==> src/rtl/bcd_to_binary_seq.sv <==
// Sequential BCD-to-binary converter: walks DIGITS packed BCD digits MSD-first,
// one per clock, through a single acc*10+digit accumulator; flags digits above 9.
module bcd_to_binary_seq #(
   parameter int DIGITS = 4,
   parameter int BIN_W  = 14
) (
   input  logic                  clk,
   input  logic                  rst,
   input  logic                  start,
   input  logic [4*DIGITS-1:0]   bcd_in,
   output logic                  ready,
   output logic                  busy,
   output logic                  done,
   output logic [BIN_W-1:0]      binary_out,
   output logic                  err
);

   localparam int SR_W  = 4 * DIGITS;
   localparam int CNT_W = (DIGITS > 1) ? $clog2(DIGITS) : 1;

   typedef enum logic [1:0] {IDLE, CONV, DONE} state_t;

   state_t            state_reg, state_next;
   logic [SR_W-1:0]   shift_reg, shift_next;
   logic [BIN_W-1:0]  acc_reg, acc_next;
   logic [BIN_W-1:0]  bin_reg, bin_next;
   logic              err_reg, err_next;
   logic [CNT_W-1:0]  cnt_reg, cnt_next;

   logic [3:0]        digit;
   logic [BIN_W-1:0]  mac;

   // The digit under conversion is always the top nibble; the register shifts left.
   assign digit = shift_reg[SR_W-1 -: 4];
   assign mac   = acc_reg * BIN_W'(10) + BIN_W'(digit);

   always_ff @(posedge clk or posedge rst) begin
      if (rst) begin
         state_reg <= IDLE;
         shift_reg <= '0;
         acc_reg   <= '0;
         bin_reg   <= '0;
         err_reg   <= 1'b0;
         cnt_reg   <= '0;
      end else begin
         state_reg <= state_next;
         shift_reg <= shift_next;
         acc_reg   <= acc_next;
         bin_reg   <= bin_next;
         err_reg   <= err_next;
         cnt_reg   <= cnt_next;
      end
   end

   always_comb begin
      state_next = state_reg;
      shift_next = shift_reg;
      acc_next   = acc_reg;
      bin_next   = bin_reg;
      err_next   = err_reg;
      cnt_next   = cnt_reg;
      case (state_reg)
         IDLE: begin
            if (start) begin
               shift_next = bcd_in;
               acc_next   = '0;
               cnt_next   = '0;
               state_next = CONV;
            end
         end
         CONV: begin
            if (digit > 4'd9) begin
               // Abort on the first bad digit; remaining digits are never examined.
               err_next   = 1'b1;
               bin_next   = '0;
               state_next = DONE;
            end else begin
               acc_next   = mac;
               shift_next = shift_reg << 4;
               cnt_next   = cnt_reg + CNT_W'(1);
               if (cnt_reg == CNT_W'(DIGITS - 1)) begin
                  bin_next   = mac;
                  err_next   = 1'b0;
                  state_next = DONE;
               end
            end
         end
         DONE:    state_next = IDLE;
         default: state_next = IDLE;
      endcase
   end

   assign ready      = (state_reg == IDLE);
   assign busy       = ~ready;
   assign done       = (state_reg == DONE);
   assign binary_out = bin_reg;
   assign err        = err_reg;

endmodule

==> config.mk <==
export PLATFORM = sky130hd
export DESIGN_NAME = bcd_to_binary_seq
export DESIGN_NICKNAME = d
export VERILOG_FILES = /design/src/rtl/bcd_to_binary_seq.sv
export SDC_FILE = /design/constraint.sdc
export NUM_CORES = 1
export LEC_CHECK = 0
export BUFFER_PORTS_ARGS = -buffer_cell sky130_fd_sc_hd__buf_2
export CAP_MARGIN = 20
export CELL_PAD_IN_SITES_DETAIL_PLACEMENT = 0
export CELL_PAD_IN_SITES_GLOBAL_PLACEMENT = 1
export CORE_MARGIN = 10
export CORE_UTILIZATION = 48
export DETAILED_ROUTE_END_ITERATION = 7
export PLACE_DENSITY = 0.87
export SETUP_SLACK_MARGIN = 0.02
export SLEW_MARGIN = 15
export SYNTH_ARGS = -nofsm -noshare
export SYNTH_HDL_FRONTEND = slang
export SYNTH_SLANG_ARGS = --single-unit
==> constraint.sdc <==
create_clock -name clk -period 4.51 [get_ports clk]
set_clock_uncertainty 0.05 [all_clocks]
set_input_delay 0 -clock clk [delete_from_list [all_inputs] [get_ports clk]]
set_output_delay 0 -clock clk [all_outputs]
set_load 0.005 [all_outputs]
* Yosys cells after proc, flatten, opt, wreduce, memory -nomap -nowiden *
Cells that the tools add are included.

storage, ports and cells
  register bits after elaboration = 49
  input port bits = 19

cells by class
  order comparisons = 1
  multiply operators = 1
  muxes and demuxes = 17
  equal/unequal tests = 6
  bitwise gates (word level) = 1
  add/subtract/negate cells = 2
  reductions and logical operators = 6

operator list
  operator                                                              number
  14-bit 2-to-1 mux                                                     4
  16-bit 2-to-1 mux                                                     2
  16-bit case mux with 2 select lines                                   1
  14-bit case mux with 2 select lines                                   1
  14-bit by 4-bit adder with 14-bit output                              1
  14-bit by 3-bit multiplier with 13-bit output, second input constant  1
  2-bit 2-to-1 mux                                                      5
  2-bit case mux with 2 select lines                                    2
  2-bit == test, second input constant                                  2
  4-bit > comparator, second input constant                             1
  2-bit inequality test, second input constant                          2
  2-bit AND reduction                                                   2
  2-bit nonzero test                                                    2
  3-bit inequality test, second input constant                          1
  3-bit AND reduction                                                   1
  2-bit by 1-bit adder with 2-bit output, second input constant         1
  2-bit by 1-bit == test with 1-bit output, second input constant       1
  2-bit zero test                                                       1
  1-bit 2-to-1 mux                                                      2
  1-bit NOT                                                             1

* Logic depth before layout (Yosys ltp) *
  depth after elaboration = 4
  depth in mapped cells = 9

* Worst setup path before layout *
OpenSTA, ideal clock, no wires.

  kind = reg2reg
  start = register acc_reg[1]
  end = register bin_reg[12], in the netlist binary_out[12]
  data arrival time = 2.713 ns
  path slack = 1.621 ns
  setup time = 0.126 ns
  required time = 4.334 ns
  path buffers = 0
  cell stages (with the launch flop) = 10
  period minus slack after synthesis = 2.889 ns
  cell sequence = dfrtp_1 ha_1 ha_1 fa_1 a211o_2 nand3_1 nor4b_4 nand4_1 o211a_1 a221o_1

on the way
  longest elaborated chain between the ends = 4

RTL lines
  element                                        RTL line  source
  from (decl)                                    25        logic [BIN_W-1:0] acc_reg, acc_next;
  from (signal assigned)                         48        acc_reg <= acc_next;
  14-bit by 3-bit multiplier with 13-bit output  35        assign mac = acc_reg * BIN_W'(10) + BIN_W'(digit);
  14-bit by 4-bit adder with 14-bit output       35
  14-bit 2-to-1 mux                              81        if (cnt_reg == CNT_W'(DIGITS - 1)) begin
  14-bit 2-to-1 mux                              72        if (digit > 4'd9) begin
  to (signal assigned)                           49        bin_reg <= bin_next;
  to (decl)                                      26        logic [BIN_W-1:0] bin_reg, bin_next;

No other way between the ends. The select of a mux whose other input is x is not followed.
A chain may end at the register's enable or synchronous reset.

* Worst setup path in the final report *
Ends and elaborated chain as after synthesis.

==> results.yml <==
synth:
  synthArstFlopShare: 1.00
  seq_area_frac_synth: 0.415
  syn_area_um2: 2890
  ys_warn_count: 0
  synth_top_area_cell: "dfrtp_1"
  synthTopCellsByArea: "dfrtp_1 (42%), ha_1 (9.9%), nand2_1 (7.1%)"
  synth-compound-area-share: 0.178
  yosysTopAreaCellShare: 0.415
  synth_top_family_by_area: "compound AO/OA/AOI/OAI gates"
  avgSynthCellArea_um2: 9.81
  synth_edf_count: 0
  ys_ff_latch: 48
  synthCells: 295
  synth_xor_xnor_area_share: 0.0528
  ys.flop_type: "dfrtp_1"
  syn_nets: 339
  synthAdderAreaFrac: 0.113
  muxShareOfSynthArea: 0.0415
  synth-simple-area-share: 0.171
  ys_types: 54
clock_network:
  cts_hold_buf: 17
  cts_tree: "done"
  post_cts_buffers: 0
  clk_pin_slew_ns: 0.09
  cts_made_buffers: 5
  clkSinkCount: 48
  htreeDepth: 2
  cts_resized: 0
  root_buffer: "clkbuf_8"
  insertion_delay_ns: 0.31
  cts_buffer_depth: 2
final_layout:
  n_fill_cell: 509
  final_common_cell: "nand2_1"
  drive_gt1_frac: 0.175
  layout.nets: 391
  most-common-layout-cells: "nand2_1 (55), dfrtp_1 (48), buf_2 (36), o21ai_0 (30), ha_1 (23)"
  register_area_um2: 1200
  multi_input_area_um2: 1620
  instances_no_fill: 423
  diodes: 0
  syn2layout_area_growth_pct: 18.9
  largest_reg_flops: 16
global_routing:
  grt_max_degree: 49
  grt_pass1_wl_mm: 11.4
  grt_pass1_vias: 2377
  antenna_found_initial: 0
  overflow: 0
  track_usage: 0.142
timing:
  holdWs_ns: 0.0325
  hold_viol: 0
  tightestPinTransition_ns: 0.667
  drv_slew: 0
  timing.setup.tns_ns: 0
  period_share: 0.688
  min_period_ns: 3.10
  max_freq_mhz: 322
  slew_headroom: 0.551
  setup_violations: 0
  rsz0062_at_grt: "no"
routing:
  drt_iter0_markers: 78
  wl_per_cell_um: 16.0
  ant_nets: 0
  dr_total_vias: 2353
  drc: 0
  wirelength_mm: 6.77
  via_per_inst: 5.56
  dr.pass1.iters: 4
worst_hold_path:
  hold_path_class: "primary input to flop"
  min_path_cells: 4
  worstHoldStart: "start"
  hold_end: "acc_reg[7]"
floorplanning:
  die_x_um: 97.6
  core.rowCount: 28
  die_area_um2: 9530
  core_region_area_um2: 5890
  start_util: 0.491
  die_h_um: 97.6
  ioPinCount: 37
worst_setup_path:
  r2r_cells: 9
  arrival_ns: 3.25
  path_class: "flop to flop"
  cp-end-kind: "flop"
  critPathMaxFanout: 4
  cp-start-kind: "flop"
  worstReg2RegStart: "acc_reg[1]"
  crit_required_ns: 4.65
  rr_endpoint: "binary_out[12]"
  reg2reg_slack_ns: 1.41
power_and_ir_drop:
  ir_drop_mv: 0.408
  power.leakage_nw: 1.73
  powerDensity_nw_per_um2: 783
place:
  place_hpwl_mm: 5.01
  portBuffers: 36
  place.gp.congestion: 0.833
  placed_cells: 397
status:
  status: "finished clean"
run:
  cap_violations: 0
power breakdown:
| group | internal [mW] | switching [mW] | total (mW) |
|---|---|---|---|
| combinational | 0.667 | 0.965 | 1.63 |
| sequential | 0.615 | 0.135 | 0.750 |
| clock | 0.164 | 0.149 | 0.313 |
| total | 1.45 | 1.25 | 2.70 |
through the flow:
stage	util	area (um2)	power, mW	setup WS (ns)
finish	0.585	3440	2.70	1.41
global route	0.585	3440	2.95	1.17
CTS	0.581	3420	2.70	1.38
detailed placement	0.533	3140	2.37	1.40
global placement	0.533	3140	2.33	1.50
floorplan	-	2890	1.98	1.62
how the worst max path moves through the flow:
stage | to | slack (ns) | cells past startpoint | startpoint
floorplan | binary_out[12] | 1.62 | 9 | acc_reg[1]
global placement | binary_out[12] | 1.50 | 9 | acc_reg[1]
detailed placement | acc_reg[12] | 1.40 | 9 | acc_reg[1]
CTS | acc_reg[12] | 1.38 | 9 | acc_reg[1]
global route | acc_reg[12] | 1.17 | 9 | acc_reg[1]
finish | binary_out[12] | 1.41 | 9 | acc_reg[1]
synthesized netlist by cell type (4+ instances only):
| cell type | count |
|---|---|
| nand2_1 | 55 |
| mux2i_1 | 12 |
| clkbuf_1 | 9 |
| o21ai_0 | 30 |
| nand3_1 | 11 |
| a21oi_1 | 5 |
| xnor2_1 | 10 |
| a21o_1 | 6 |
| nor2_1 | 12 |
| ha_1 | 23 |
| o211ai_1 | 5 |
| a22o_1 | 7 |
| inv_1 | 5 |
| nor2b_1 | 4 |
| dfrtp_1 | 48 |
cell type report:
| class | count | area share |
|---|---|---|
| multi-input cells | 229 | 0.469 |
| clock buffers | 5 | 0.0200 |
| flip-flops and latches | 48 | 0.349 |
| well taps | 75 | 0.0273 |
| inverters | 5 | 0.00545 |
| clock inverters | 3 | 0.0124 |
| repair buffers | 58 | 0.116 |
layer usage:
metal	vias to the layer above	part of all wire	global-route usage
met2	35	0.49	0.238
met1	1137	0.47	0.178
met3	9	0.028	0.0284
met4	0	0.013	0.0459
met5	-	0	0
li1	1172	-	-
worst max-delay path, stage by stage (launching register included):
cell	delay (ns)
dfrtp_1	0.44
ha_1	0.31
ha_1	0.25
fa_1	0.46
a211o_2	0.38
nand3_1	0.09
nor4b_4	0.29
nand4_1	0.20
o211a_1	0.25
a221o_1	0.25
cells by family after synthesis:
kind of cell | after synthesis
DFF | 48
xor gates and xnor gates | 15
buffers and inverters | 18
muxes | 12
AOI/OAI and AO/OA | 75
and+or+nand+nor | 102
adders and majority gates | 25
Power figures use the tool's default switching activity.
